## config.mk

```make
export PLATFORM = sky130hd
export DESIGN_NAME = mem_stage_flat
export DESIGN_NICKNAME = d
export VERILOG_FILES = /design/src/rtl/mem_stage_if.sv /design/src/rtl/mem_stage.sv /design/src/flat_wrapper.sv
export SDC_FILE = /design/constraint.sdc
export NUM_CORES = 1
export LEC_CHECK = 0
export CAP_MARGIN = 5
export CELL_PAD_IN_SITES_DETAIL_PLACEMENT = 1
export CELL_PAD_IN_SITES_GLOBAL_PLACEMENT = 1
export CORE_UTILIZATION = 34
export DETAILED_ROUTE_END_ITERATION = 8
export GPL_TIMING_DRIVEN = 0
export PLACE_DENSITY = 0.83
export REMOVE_ABC_BUFFERS = 1
export SLEW_MARGIN = 15
export SYNTH_ARGS = -nofsm -noshare
export SYNTH_HDL_FRONTEND = slang
export SYNTH_SLANG_ARGS = --single-unit
```

## constraint.sdc

```tcl
create_clock -name Clk -period 2.5 [get_ports Clk]
set_clock_uncertainty 0.15 [all_clocks]
set_input_delay 0.25 -clock Clk [delete_from_list [all_inputs] [get_ports Clk]]
set_output_delay 0.25 -clock Clk [all_outputs]
set_load 0.1 [all_outputs]
```

## src/rtl/mem_stage_if.sv

```systemverilog
// Data-memory request/acknowledge bus between mem_stage (master) and data memory (slave).
interface mem_stage_if;
  logic        DReq;
  logic        DWe;
  logic [31:0] DAddr;
  logic [31:0] DWData;
  logic [31:0] DRData;
  logic        DAck;

  modport master (
    output DReq, DWe, DAddr, DWData,
    input  DRData, DAck
  );

  modport slave (
    input  DReq, DWe, DAddr, DWData,
    output DRData, DAck
  );
endinterface

```

## src/rtl/mem_stage.sv

```systemverilog
// MIPS memory stage: passes ALU results through, runs LW/SW on a req/ack bus with a watchdog.
// Optional misaligned-access trap enabled by defining MEM_ALIGN_CHK_EN.
module mem_stage #(
  parameter int unsigned MAX_WAIT = 15
) (
  input  logic               Clk,
  input  logic               Rst_n,
  input  logic               ExValid,
  input  logic [5:0]         OpCode,
  input  logic [31:0]        ALUOut,
  input  logic [31:0]        StoreData,
  input  logic [4:0]         WrReg,
  input  logic               RegWrite,
  output logic               MemStall,
  mem_stage_if.master        dmem,
  output logic               WbValid,
  output logic [31:0]        WbData,
  output logic [4:0]         WbReg,
  output logic               WbRegWrite,
  output logic               BusErr,
  output logic               AddrErr
);

  localparam logic [5:0] OpLw     = 6'h23;
  localparam logic [5:0] OpSw     = 6'h2B;
  localparam logic [7:0] WaitLast = 8'(MAX_WAIT - 1);

  typedef enum logic [0:0] {StIdle, StWait} stateT;

  stateT       state;
  logic [7:0]  waitCnt;
  logic        dReq;
  logic        dWe;
  logic [31:0] dAddr;
  logic [31:0] dWData;
  logic [4:0]  pendReg;
  logic        isMem;
  logic        misaligned;

  assign isMem = (OpCode == OpLw) || (OpCode == OpSw);

`ifdef MEM_ALIGN_CHK_EN
  assign misaligned = (ALUOut[1:0] != 2'b00);
`else
  assign misaligned = 1'b0;
`endif

  assign MemStall    = (state == StWait);
  assign dmem.DReq   = dReq;
  assign dmem.DWe    = dWe;
  assign dmem.DAddr  = dAddr;
  assign dmem.DWData = dWData;

  always_ff @(posedge Clk or negedge Rst_n) begin
    if (!Rst_n) begin
      state      <= StIdle;
      waitCnt    <= 8'd0;
      dReq       <= 1'b0;
      dWe        <= 1'b0;
      dAddr      <= 32'd0;
      dWData     <= 32'd0;
      pendReg    <= 5'd0;
      WbValid    <= 1'b0;
      WbData     <= 32'd0;
      WbReg      <= 5'd0;
      WbRegWrite <= 1'b0;
      BusErr     <= 1'b0;
      AddrErr    <= 1'b0;
    end else begin
      // Status outputs are single-cycle pulses; Wb data fields hold.
      WbValid <= 1'b0;
      BusErr  <= 1'b0;
      AddrErr <= 1'b0;
      unique case (state)
        StIdle: begin
          if (ExValid) begin
            if (!isMem) begin
              WbValid    <= 1'b1;
              WbData     <= ALUOut;
              WbReg      <= WrReg;
              WbRegWrite <= RegWrite;
            end else if (misaligned) begin
              WbValid    <= 1'b1;
              AddrErr    <= 1'b1;
              WbData     <= ALUOut;
              WbReg      <= WrReg;
              WbRegWrite <= 1'b0;
            end else begin
              state   <= StWait;
              waitCnt <= 8'd0;
              dReq    <= 1'b1;
              dWe     <= (OpCode == OpSw);
              dAddr   <= {ALUOut[31:2], 2'b00};
              dWData  <= StoreData;
              pendReg <= WrReg;
            end
          end
        end
        StWait: begin
          // An acknowledge in the abort cycle takes priority over the watchdog.
          if (dmem.DAck) begin
            state      <= StIdle;
            dReq       <= 1'b0;
            WbValid    <= 1'b1;
            WbReg      <= pendReg;
            WbRegWrite <= !dWe;
            WbData     <= dWe ? dAddr : dmem.DRData;
          end else if (waitCnt == WaitLast) begin
            state      <= StIdle;
            dReq       <= 1'b0;
            WbValid    <= 1'b1;
            BusErr     <= 1'b1;
            WbReg      <= pendReg;
            WbRegWrite <= 1'b0;
            WbData     <= 32'd0;
          end else begin
            waitCnt <= waitCnt + 8'd1;
          end
        end
      endcase
    end
  end

endmodule
```

## src/flat_wrapper.sv

```systemverilog
// flat-port wrapper written by rule: the top's interface ports become plain ports
module mem_stage_flat 
#(
  parameter int unsigned MAX_WAIT = 15
)
  (Clk, Rst_n, ExValid, OpCode, ALUOut, StoreData, WrReg, RegWrite, MemStall, WbValid, WbData, WbReg, WbRegWrite, BusErr, AddrErr, dmem_DReq, dmem_DWe, dmem_DAddr, dmem_DWData, dmem_DRData, dmem_DAck);
  mem_stage_if dmem_i ();
  input  logic Clk;
  input  logic Rst_n;
  input  logic ExValid;
  input  logic [5:0] OpCode;
  input  logic [31:0] ALUOut;
  input  logic [31:0] StoreData;
  input  logic [4:0] WrReg;
  input  logic RegWrite;
  output logic MemStall;
  output logic WbValid;
  output logic [31:0] WbData;
  output logic [4:0] WbReg;
  output logic WbRegWrite;
  output logic BusErr;
  output logic AddrErr;
  output wire logic [$bits(dmem_i.DReq)-1:0] dmem_DReq;
  output wire logic [$bits(dmem_i.DWe)-1:0] dmem_DWe;
  output wire logic [$bits(dmem_i.DAddr)-1:0] dmem_DAddr;
  output wire logic [$bits(dmem_i.DWData)-1:0] dmem_DWData;
  input wire logic [$bits(dmem_i.DRData)-1:0] dmem_DRData;
  input wire logic [$bits(dmem_i.DAck)-1:0] dmem_DAck;
  assign dmem_DReq = dmem_i.DReq;
  assign dmem_DWe = dmem_i.DWe;
  assign dmem_DAddr = dmem_i.DAddr;
  assign dmem_DWData = dmem_i.DWData;
  assign dmem_i.DRData = dmem_DRData;
  assign dmem_i.DAck = dmem_DAck;
  mem_stage #(.MAX_WAIT(MAX_WAIT)) u_core (.Clk(Clk), .Rst_n(Rst_n), .ExValid(ExValid), .OpCode(OpCode), .ALUOut(ALUOut), .StoreData(StoreData), .WrReg(WrReg), .RegWrite(RegWrite), .MemStall(MemStall), .dmem(dmem_i), .WbValid(WbValid), .WbData(WbData), .WbReg(WbReg), .WbRegWrite(WbRegWrite), .BusErr(BusErr), .AddrErr(AddrErr));
endmodule
```

# --- Word-level counts from Yosys, hierarchy flattened ---
# Cells that the tools add are included.
word_totals:
  elab_cells: 66
  regBits: 118
  inputBits: 112
classes:
  n_eq_ne: 9
  n_reduce_logical: 6
  n_mux: 37
  addsub: 1
  n_bitwise: 1
op_table:
  columns: ["cell", "n"]
  rows:
  - ["32-bit two-way mux", 5]
  - ["32-bit case mux with 2 select lines", 1]
  - ["8-bit two-way mux", 4]
  - ["5-bit two-way mux", 4]
  - ["1-bit two-way mux", 17]
  - ["8-bit case mux with 2 select lines", 1]
  - ["6-bit == test (second input constant)", 2]
  - ["5-bit case mux with 2 select lines", 1]
  - ["3-bit AND reduction", 3]
  - ["8-bit by 1-bit adder with 8-bit output (second input constant)", 1]
  - ["8-bit by 4-bit == test with 1-bit output (second input constant)", 1]
  - ["2-bit != test (second input constant)", 4]
  - ["1-bit case mux with 2 select lines", 4]
  - ["4-bit AND reduction", 1]
  - ["3-bit != test (second input constant)", 1]
  - ["2-bit by 1-bit != test with 1-bit output (second input constant)", 1]
  - ["1-bit logical NOT", 1]
  - ["1-bit logical OR", 1]
  - ["1-bit NOT", 1]

# --- Logic depth before layout (Yosys ltp) ---
# Gate-level depths: netlist of the first run.
logic_depth:
  ltp_word: 5
  mapped_depth: 8

# --- Worst setup path before layout of the first run ---
# No wires, ideal clock.
synth_path:
  path_type: "register -> register"
  start: "register u_core.state, in the netlist u_core.MemStall"
  end: "register u_core.WbData[17]"
  arrival_ns: 2.147
  path_buffers: 3
  slack_ns: 0.077
  synth_period_minus_slack_ns: 2.423
  stages_incl_launch_ff: 8
  setup_ns: 0.125
  path_cell_list: "dfrtp_1 buf_4 nand2_2 a21boi_2 o21a_2 buf_6 buf_8 mux2_4"
synth_between:
  elab_chain_len: 3
  elab_cells_between_ends: 6
  classes_between: "eq/ne (3); mux (1); bitwise (1); reduce/logical (1)"
synth_lines:
  columns: ["element", "line_no", "rtl"]
  rows:
  - ["start: declaration", "mem_stage.sv:30", "stateT state;"]
  - ["start signal: assignment", "mem_stage.sv:56", "state <= StIdle;"]
  - ["start signal: assignment", "mem_stage.sv:89", "state <= StWait;"]
  - ["start signal: assignment", "mem_stage.sv:102", "state <= StIdle;"]
  - ["1-bit NOT (no line)", null, null]
  - ["2-bit != test (no line)", null, null]
  - ["3-bit AND reduction (no line)", null, null]
  - ["end signal: assignment", "mem_stage.sv:79", "WbData <= ALUOut;"]
  - ["end signal: assignment", "mem_stage.sv:85", "WbData <= ALUOut;"]
  - ["end signal: assignment", "mem_stage.sv:107", "WbData <= dWe ? dAddr : dmem.DRData;"]
  - ["end: declaration", "mem_stage.sv:17", "output logic [31:0] WbData,"]
# Parallel ways exist; a longest one is shown, timed or not.
# A chain may end at the register's enable or synchronous reset.

# --- Worst setup path in the final report of the first run ---
layout_path:
  start: "register u_core.state, in the netlist u_core.MemStall"
  end: "register u_core.waitCnt[4]"
layout_between:
  elab_chain_len: 3
  elab_cells_between_ends: 7
  classes_between: "eq/ne (4); mux (1); bitwise (1); reduce/logical (1)"
layout_lines:
  columns: ["element", "line_no", "rtl"]
  rows:
  - ["1-bit NOT (no line)", null, null]
  - ["2-bit by 1-bit != test with 1-bit output (no line) or 2-bit != test (tied branches)", null, null]
  - ["4-bit AND reduction (no line)", null, null]
  - ["end signal: assignment", "mem_stage.sv:117", "waitCnt <= waitCnt + 8'd1;"]
  - ["end: declaration", "mem_stage.sv:31", "logic [7:0] waitCnt;"]
# Parallel ways exist; a longest one is shown, timed or not.

==> results of run 1 <==
==> cell families (layout without fill, tap and decap cells) <==
logic type | count (synthesis) | in the layout | synth area share
compound gates | 44 | 45 | 0.0675
xor+xnor | 2 | 2 | 0.00316
fa+ha+maj | 2 | 2 | 0.00451
buf+inv | 32 | 258 | 0.0386
flops | 118 | 118 | 0.533
mux | 142 | 142 | 0.318
other cells | 1 | 3 | 0.000677
simple gates | 32 | 33 | 0.0348
==> registers in the layout, summed over array words and instances, names as in the netlist <==
register	cells
u_core.WbData	32
u_core.BusErr	1
u_core.dmem.DWData	32
u_core.dmem.DAddr	30
u_core.dmem.DWe	1
u_core.waitCnt	8
u_core.MemStall	1
u_core.dmem.DReq	1
u_core.WbReg	5
u_core.WbValid	1
u_core.pendReg	5
u_core.WbRegWrite	1
==> per-layer routing <==
layer / vias to the layer above / track usage
met5: - / 0
met4: 0 / 0.0828
met3: 24 / 0.0731
met2: 159 / 0.354
met1: 2046 / 0.226
li1: 1806 / -
==> power by group <==
part,total [mW],internal [mW],switching [mW]
Clock,2.50,1.65,0.847
Combinational,3.70,1.09,2.61
Sequential,2.50,2.24,0.261
Total,8.70,4.98,3.72
==> synthesized netlist by cell type <==
library cell | instances | area (µm²)
sky130_fd_sc_hd__a21boi_2 | 1 | 11.3
sky130_fd_sc_hd__a21o_1 | 1 | 7.51
sky130_fd_sc_hd__or3_4 | 1 | 11.3
sky130_fd_sc_hd__buf_6 | 7 | 78.8
sky130_fd_sc_hd__xor2_1 | 2 | 17.5
sky130_fd_sc_hd__nand3_1 | 7 | 35.0
sky130_fd_sc_hd__buf_4 | 6 | 45.0
sky130_fd_sc_hd__nand2b_1 | 3 | 18.8
sky130_fd_sc_hd__buf_8 | 1 | 15.0
sky130_fd_sc_hd__nor4_1 | 2 | 12.5
sky130_fd_sc_hd__mux2i_1 | 32 | 320
sky130_fd_sc_hd__clkinv_1 | 1 | 3.75
sky130_fd_sc_hd__o211ai_1 | 2 | 15.0
sky130_fd_sc_hd__a21oi_1 | 1 | 5.00
sky130_fd_sc_hd__nand2_2 | 1 | 6.26
sky130_fd_sc_hd__o21a_2 | 1 | 8.76
sky130_fd_sc_hd__and4bb_1 | 2 | 25.0
sky130_fd_sc_hd__dfrtp_1 | 118 | 2950
sky130_fd_sc_hd__o2bb2ai_1 | 32 | 280
sky130_fd_sc_hd__nor2_1 | 4 | 15.0
sky130_fd_sc_hd__o31ai_1 | 2 | 15.0
sky130_fd_sc_hd__inv_1 | 4 | 15.0
sky130_fd_sc_hd__a31o_2 | 1 | 8.76
sky130_fd_sc_hd__ha_1 | 2 | 25.0
sky130_fd_sc_hd__a22o_1 | 2 | 17.5
sky130_fd_sc_hd__clkbuf_1 | 7 | 26.3
sky130_fd_sc_hd__mux2_2 | 56 | 631
sky130_fd_sc_hd__and2_1 | 3 | 18.8
sky130_fd_sc_hd__mux2_4 | 54 | 811
sky130_fd_sc_hd__o21ai_0 | 1 | 5.00
sky130_fd_sc_hd__nor3_1 | 1 | 5.00
sky130_fd_sc_hd__nor4b_1 | 1 | 8.76
sky130_fd_sc_hd__nand2_1 | 5 | 18.8
sky130_fd_sc_hd__nand4b_1 | 2 | 17.5
sky130_fd_sc_hd__buf_2 | 6 | 30.0
sky130_fd_sc_hd__conb_1 | 1 | 3.75
==> area by class of cell <==
class	instances	share of cell area
Clock buffer	21	0.0559
Clock inverter	9	0.0145
Inverter	5	0.00233
Multi-Input combinational cell	227	0.283
Sequential cell	118	0.344
Tap cell	216	0.0314
Timing Repair Buffer	223	0.269
==> path summary, 6_finish.rpt <==
check                                              from  slack, ns  depth (start not counted)                                  to
min in group Clk                          StoreData[14]       0.30                          2  u_core.dmem.DWData[14]$_DFFE_PN0P_
hold / removal                                    Rst_n       0.22                          2   u_core.dmem.DAddr[26]$_DFFE_PN0P_
max in group asynchronous                         Rst_n       1.25                          3  u_core.dmem.DWData[28]$_DFFE_PN0P_
setup / recovery              u_core.MemStall$_DFF_PN0_       0.12                          5       u_core.waitCnt[4]$_DFFE_PN0P_
setup reg to reg              u_core.MemStall$_DFF_PN0_       0.12                          5       u_core.waitCnt[4]$_DFFE_PN0P_
hold reg to reg            u_core.dmem.DReq$_DFFE_PN0P_       0.34                          2        u_core.dmem.DReq$_DFFE_PN0P_
==> per-stage QoR <==
step                instance area, µm²  hold slack, ns
floorplan                         5350          -0.196
global placement                  7790           0.318
detailed placement                7870          0.0963
CTS                               8530           0.224
global route                      8600           0.258
finish                            8600           0.223
==> repair_timing <==
action                                 4_1_cts  5_1_grt
pin swaps                                    1        1
hold buffers                                 1        0
gates resized for setup                     10        1
setup endpoints to repair                   41       15
buffers inserted                             0        3
endpoints found under the hold margin       54        0
gates cloned                                 2        0
==> metrics, run 1 <==
maxcap violations 0; cell leakage power 3.80 nW; largest net degree at the start of global routing 65; global route total overflow 0; startpoint-to-endpoint class of the critical path reg2reg; number of synthesized register bits 118; top cell family by delay on the critical path simple AND/OR/NAND/NOR gates; sequential cell area in the final layout 2960 µm²; via total after detailed routing 4,035; Post-Place Cells 783; total negative setup slack 0 ns; Final GP Congestion 0.759; number of buffer and inverter stages on the critical path 1; setup repair after global routing missed its margin false; Data arrival, critical path 2.53 ns; final number of setup-violating endpoints 0; antenna diode count 0; core area 15,900 µm²; Skew-Pair Late Insertion Delay 0.41 ns; critical path capture point type register; area growth from synthesis to layout 55.2%; nets 706; synthesized area per cell 14.9 µm²; top-level I/O count 220; Chip Width 130 µm; wire length of the first global-routing pass 25,300 µm; post-route fraction of the period consumed by the critical path 0.951; pre-CTS setup slack -0.908 ns; post-layout total power 8.70 mW; overall routed net length 16,400 µm; worst path required time 2.65 ns; worst-margin pin slew 1.03 ns; Rows 46; crit path max fanout 50; vias in the first global route 4,621; DR top layer met4; Clock Sinks 118; stage delay of the slowest cell on the critical path 0.54 ns; f_max 420 MHz; YS warnings 0; share of final-layout standard cells stronger than drive strength 1 0.264; Inserted Clock Buffers 17; via count normalized by instance count 4.93; final slew viol count 0; tightest slew margin relative to the limit 0.312; antenna violations before repair 0; TritonCTS clock tree built; gate count after technology mapping 373; drt drc 0; most common cell after layout, fill and taps aside sky130_fd_sc_hd__clkdlybuf4s50_1; Post-Syn Area 5540 µm²; top library cells by usage in the layout, fill and taps aside sky130_fd_sc_hd__clkdlybuf4s50_1 (213), sky130_fd_sc_hd__dfrtp_1 (116), sky130_fd_sc_hd__mux2_2 (56); result of the run completed; htree depth 4; fraction of the yosys area taken by sequential cells 0.533; unique cell type count in the Yosys netlist 36; maximum resistive drop on vdd 558 µV; buffer type at the clock tree root sky130_fd_sc_hd__clkbuf_16; clock input transition at the sequential cells of the worst setup and hold paths 0.06 ns; Routed wire per std cell 20.0 µm; Die Y-Extent 130 µm; Max Buffers Root-to-Sink 2; met3 wire len 1330 µm; count of filler cells inserted in the layout 1,603; Initial Util 0.349; Power Density 1010 nW/µm²; sum of routed wire segments on met1 6450 µm; met2 WL 8290 µm; Worst Hold Class in2async; final non-filler cell total 819; cell-by-cell trace of the critical path nand2b_2 -> or3_4 -> buf_16 -> and2_1 -> a21o_1; detailed-placement wirelength estimate 10,800 µm; sort of element at the start of the critical path register; antenna violation net count after detailed routing 0; Hold Violations, Final 0; crit path setup slack, layout 0.121 ns; Die Outline Area 16,800 µm²; input/output buffers 216; slowest stage cell, crit path sky130_fd_sc_hd__dfrtp_2; multi-input logic area 2430 µm²; number of DRC markers after the initial detailed-route iteration 123; number of iterations in the first detailed-routing pass 4; post-route core utilization 0.542; minimum clock period 2.38 ns; overall fraction of global-route tracks in use 0.204
(Power assumes the default switching activity.)
==> inputs of run 2 (changes only) <==
Settings changed: ABC_AREA from default to 1, CORE_UTILIZATION 34 to 28, PLACE_DENSITY 0.83 to 0.8.
Clock period 2.5 ns to 1.9 ns, I/O delays scaled along.
==> run 2 against run 1 <==
Critical path depth down 4. Via count up 44%. Worst hold slack worse by 0.060 ns. Critical path type is now reg2out. Non-clock buffer count up 30. Critical endpoint is now dmem_DWe.
==> metrics, run 2 <==
share of final-layout standard cells stronger than drive strength 1 0.216; crit path setup slack, layout 0.0557 ns; sum of routed wire segments on met1 9860 µm; fraction of the yosys area taken by sequential cells 0.533; net switching power of the design 4.96 mW; adder and majority cell fraction of the synthesized area 0.00452; final non-filler cell total 1,199; post-layout total power 10.9 mW; library cell occupying the most area in the post-synthesis netlist sky130_fd_sc_hd__dfrtp_1; Comb power frac 0.406; area fraction in compound gates after synthesis 0.132; top library cells by usage in the layout, fill and taps aside sky130_fd_sc_hd__nand2_1 (192), sky130_fd_sc_hd__dfrtp_1 (116), sky130_fd_sc_hd__clkdlybuf4s50_1 (110); Die Outline Area 20,400 µm²; via total after detailed routing 5,800; top-level I/O count 220; Commonest cells post-synth sky130_fd_sc_hd__nand2_1 (194), sky130_fd_sc_hd__dfrtp_1 (118), sky130_fd_sc_hd__o21ai_0 (89); YS warnings 0; Placed Area 7870 µm²; unique cell type count in the Yosys netlist 26; stage delay of the slowest cell on the critical path 0.70 ns; detailed-placement wirelength estimate 12,200 µm; post-route core utilization 0.474; critical path capture point type output port; startpoint-to-endpoint class of the critical path reg2out; minimum clock period 1.84 ns; maximum resistive drop on vdd 593 µV; sequential cell area in the final layout 2960 µm²; Rows 51; proportion of power drawn by the clock network 0.299; number of buffer and inverter stages on the critical path 1; antenna diode count 0; input/output buffers 216; buffer type at the clock tree root sky130_fd_sc_hd__clkbuf_16; sequential share of power 0.295; worst-margin pin slew 0.609 ns; post-synthesis xor/xnor area fraction 0.00158; Max Buffers Root-to-Sink 2; final number of setup-violating endpoints 0; cell-by-cell trace of the critical path buf_4; Worst Hold Class in2async; pre-CTS setup slack -1.56 ns; largest cells by area after synthesis sky130_fd_sc_hd__dfrtp_1 (53%), sky130_fd_sc_hd__nand2_1 (13%), sky130_fd_sc_hd__o21ai_0 (8.0%), sky130_fd_sc_hd__inv_1 (5.4%), sky130_fd_sc_hd__nand4_1 (3.4%); multiplexer share of the synthesized area 0; Simple-Gate Fraction of Synth Area 0.227; final slew viol count 0; Post-Place Cells 1,124; largest net degree at the start of global routing 78; area growth from synthesis to layout 65.9%; overall fraction of global-route tracks in use 0.225; Power Density 1180 nW/µm²; cell leakage power 4.22 nW; Post-synth EDFFs 0; Chip Width 143 µm; most common cell after layout, fill and taps aside sky130_fd_sc_hd__nand2_1; gate count after technology mapping 686; fraction of power spent switching nets 0.456; met2 WL 11,200 µm; drt drc 0; synthesized area per cell 8.08 µm²; most common cell in the netlist sky130_fd_sc_hd__nand2_1; worst path required time 1.56 ns; number of iterations in the first detailed-routing pass 4; fraction of synthesized cell area taken by the top area cell type 0.533; nets 1,036; count of filler cells inserted in the layout 2,285; number of DRC markers after the initial detailed-route iteration 284; path depth of the worst reg2reg path 7; Final GP Congestion 0.758; result of the run completed; clock input transition at the sequential cells of the worst setup and hold paths 0.06 ns; share of synthesized registers carrying an async set or reset 1.00; Hold Violations, Final 0; Skew-Pair Late Insertion Delay 0.41 ns; Internal Power 5.92 mW; crit path max fanout 33; cell area after layout 9190 µm²; antenna violation net count after detailed routing 0; top cell family by delay on the critical path flip-flops; end of the worst register-to-register path u_core.dmem.DWData[16]$_DFFE_PN0P_; worst reg2reg startpoint u_core.MemStall$_DFF_PN0_; number of synthesized register bits 118; DR top layer met4; sort of element at the start of the critical path register; tightest slew margin relative to the limit 0.596; htree depth 4; Inserted Clock Buffers 17; Clock Sinks 118; via count normalized by instance count 4.84; TritonCTS clock tree built; antenna violations before repair 0; maxcap violations 0; met3 wire len 1490 µm; Die Y-Extent 143 µm; Post-Syn Area 5540 µm²; Data arrival, critical path 1.50 ns; post-route fraction of the period consumed by the critical path 0.971; f_max 542 MHz; combinational family with the most area after synthesis simple AND/OR/NAND/NOR gates; slowest stage cell, crit path sky130_fd_sc_hd__dfrtp_4; multi-input logic area 2280 µm²; wire length of the first global-routing pass 34,200 µm; vias in the first global route 6,100; most used flip-flop cell after synthesis sky130_fd_sc_hd__dfrtp_1; Routed wire per std cell 19.1 µm; core area 19,400 µm²; overall routed net length 22,900 µm; Initial Util 0.286; global route total overflow 0; Reg2Reg Setup Slack 0.06 ns
## run 2: cell types whose count changed in the layout (fill, tap and decap cells not counted), sizes merged, moves of 30 or more
cell,before,now
buf,7,38
clkdlybuf4s15,1,103
clkdlybuf4s50,213,110
inv,4,77
mux2,110,0
mux2i,32,0
nand2,6,198
nand4,0,32
nor2,4,48
o21ai,1,106
o22ai,0,30
o2bb2ai,32,0
## run 2: worst max path at each step
stage	startpoint	to	slack, ns	depth (start not counted)
after floorplan	u_core.MemStall$_DFF_PN0_	u_core.waitCnt[4]$_DFFE_PN0P_	-1.74	5
after global placement	Rst_n	u_core.dmem.DWData[15]$_DFFE_PN0P_	-4.64	1
after detailed placement	u_core.MemStall$_DFF_PN0_	u_core.WbReg[3]$_DFFE_PN0P_	-1.56	5
after CTS	u_core.MemStall$_DFF_PN0_	u_core.WbData[21]$_DFFE_PN0P_	-0.002	8
after global routing	u_core.waitCnt[6]$_DFFE_PN0P_	u_core.WbReg[1]$_DFFE_PN0P_	-0.02	7
final	u_core.dmem.DWe$_DFFE_PN0P_	dmem_DWe	0.06	1
## run 2: power by group through the flow
stage | sequential, mW | clock [mW] | combinational, mW
final | 3.21 | 3.25 | 4.41
after global routing | 3.27 | 3.43 | 4.61
after CTS | 3.21 | 3.33 | 4.41
after detailed placement | 3.24 | 0 | 4.42
after global placement | 3.23 | 0 | 4.35
after floorplan | 5.77 | 0 | 0.568
## run 2: stage by stage
| step | hold WS [ns] | TNS [ns] |
|---|---|---|
| 2_1_floorplan | -0.256 | -189.38 |
| 3_3_place_gp | 0.306 | -861.77 |
| 3_5_place_dp | 0.0439 | -100.32 |
| 4_1_cts | 0.158 | -0.00169 |
| 5_1_grt | 0.182 | -0.0238 |
| 6_report | 0.163 | 0 |
## run 2: repair_timing
| item | in CTS | in global routing |
|---|---|---|
| setup endpoints to repair | 222 | 78 |
| buffers inserted | 22 | 10 |
| pin swaps | 8 | 7 |
| hold buffers | 1 | 0 |
| resized for setup | 348 | 8 |
| cloned | 8 | 3 |
| hold endpoints to repair | 53 | 0 |
## run 2: routing by layer
layer,up-vias,GRT usage
met1,2882,0.277
li1,2707,-
met4,0,0.0775
met5,-,0
met3,31,0.0701
met2,180,0.373
## run 2: layout make-up
type,instances,share of cell area
repair inverters,1,0.000817
clock inverters,11,0.0137
inverters,80,0.0342
multi-input cells,451,0.248
flip-flops and latches,118,0.322
clock buffers,20,0.0508
repair buffers,253,0.295
well taps,265,0.0361
## run 2: logic make-up (layout without fill, tap and decap cells)
group	Yosys count	count (layout)
xor+xnor	1	1
fa+ha+maj	2	2
simple gates	298	307
other cells	1	3
compound gates	138	138
flops	118	118
buf+inv	128	365
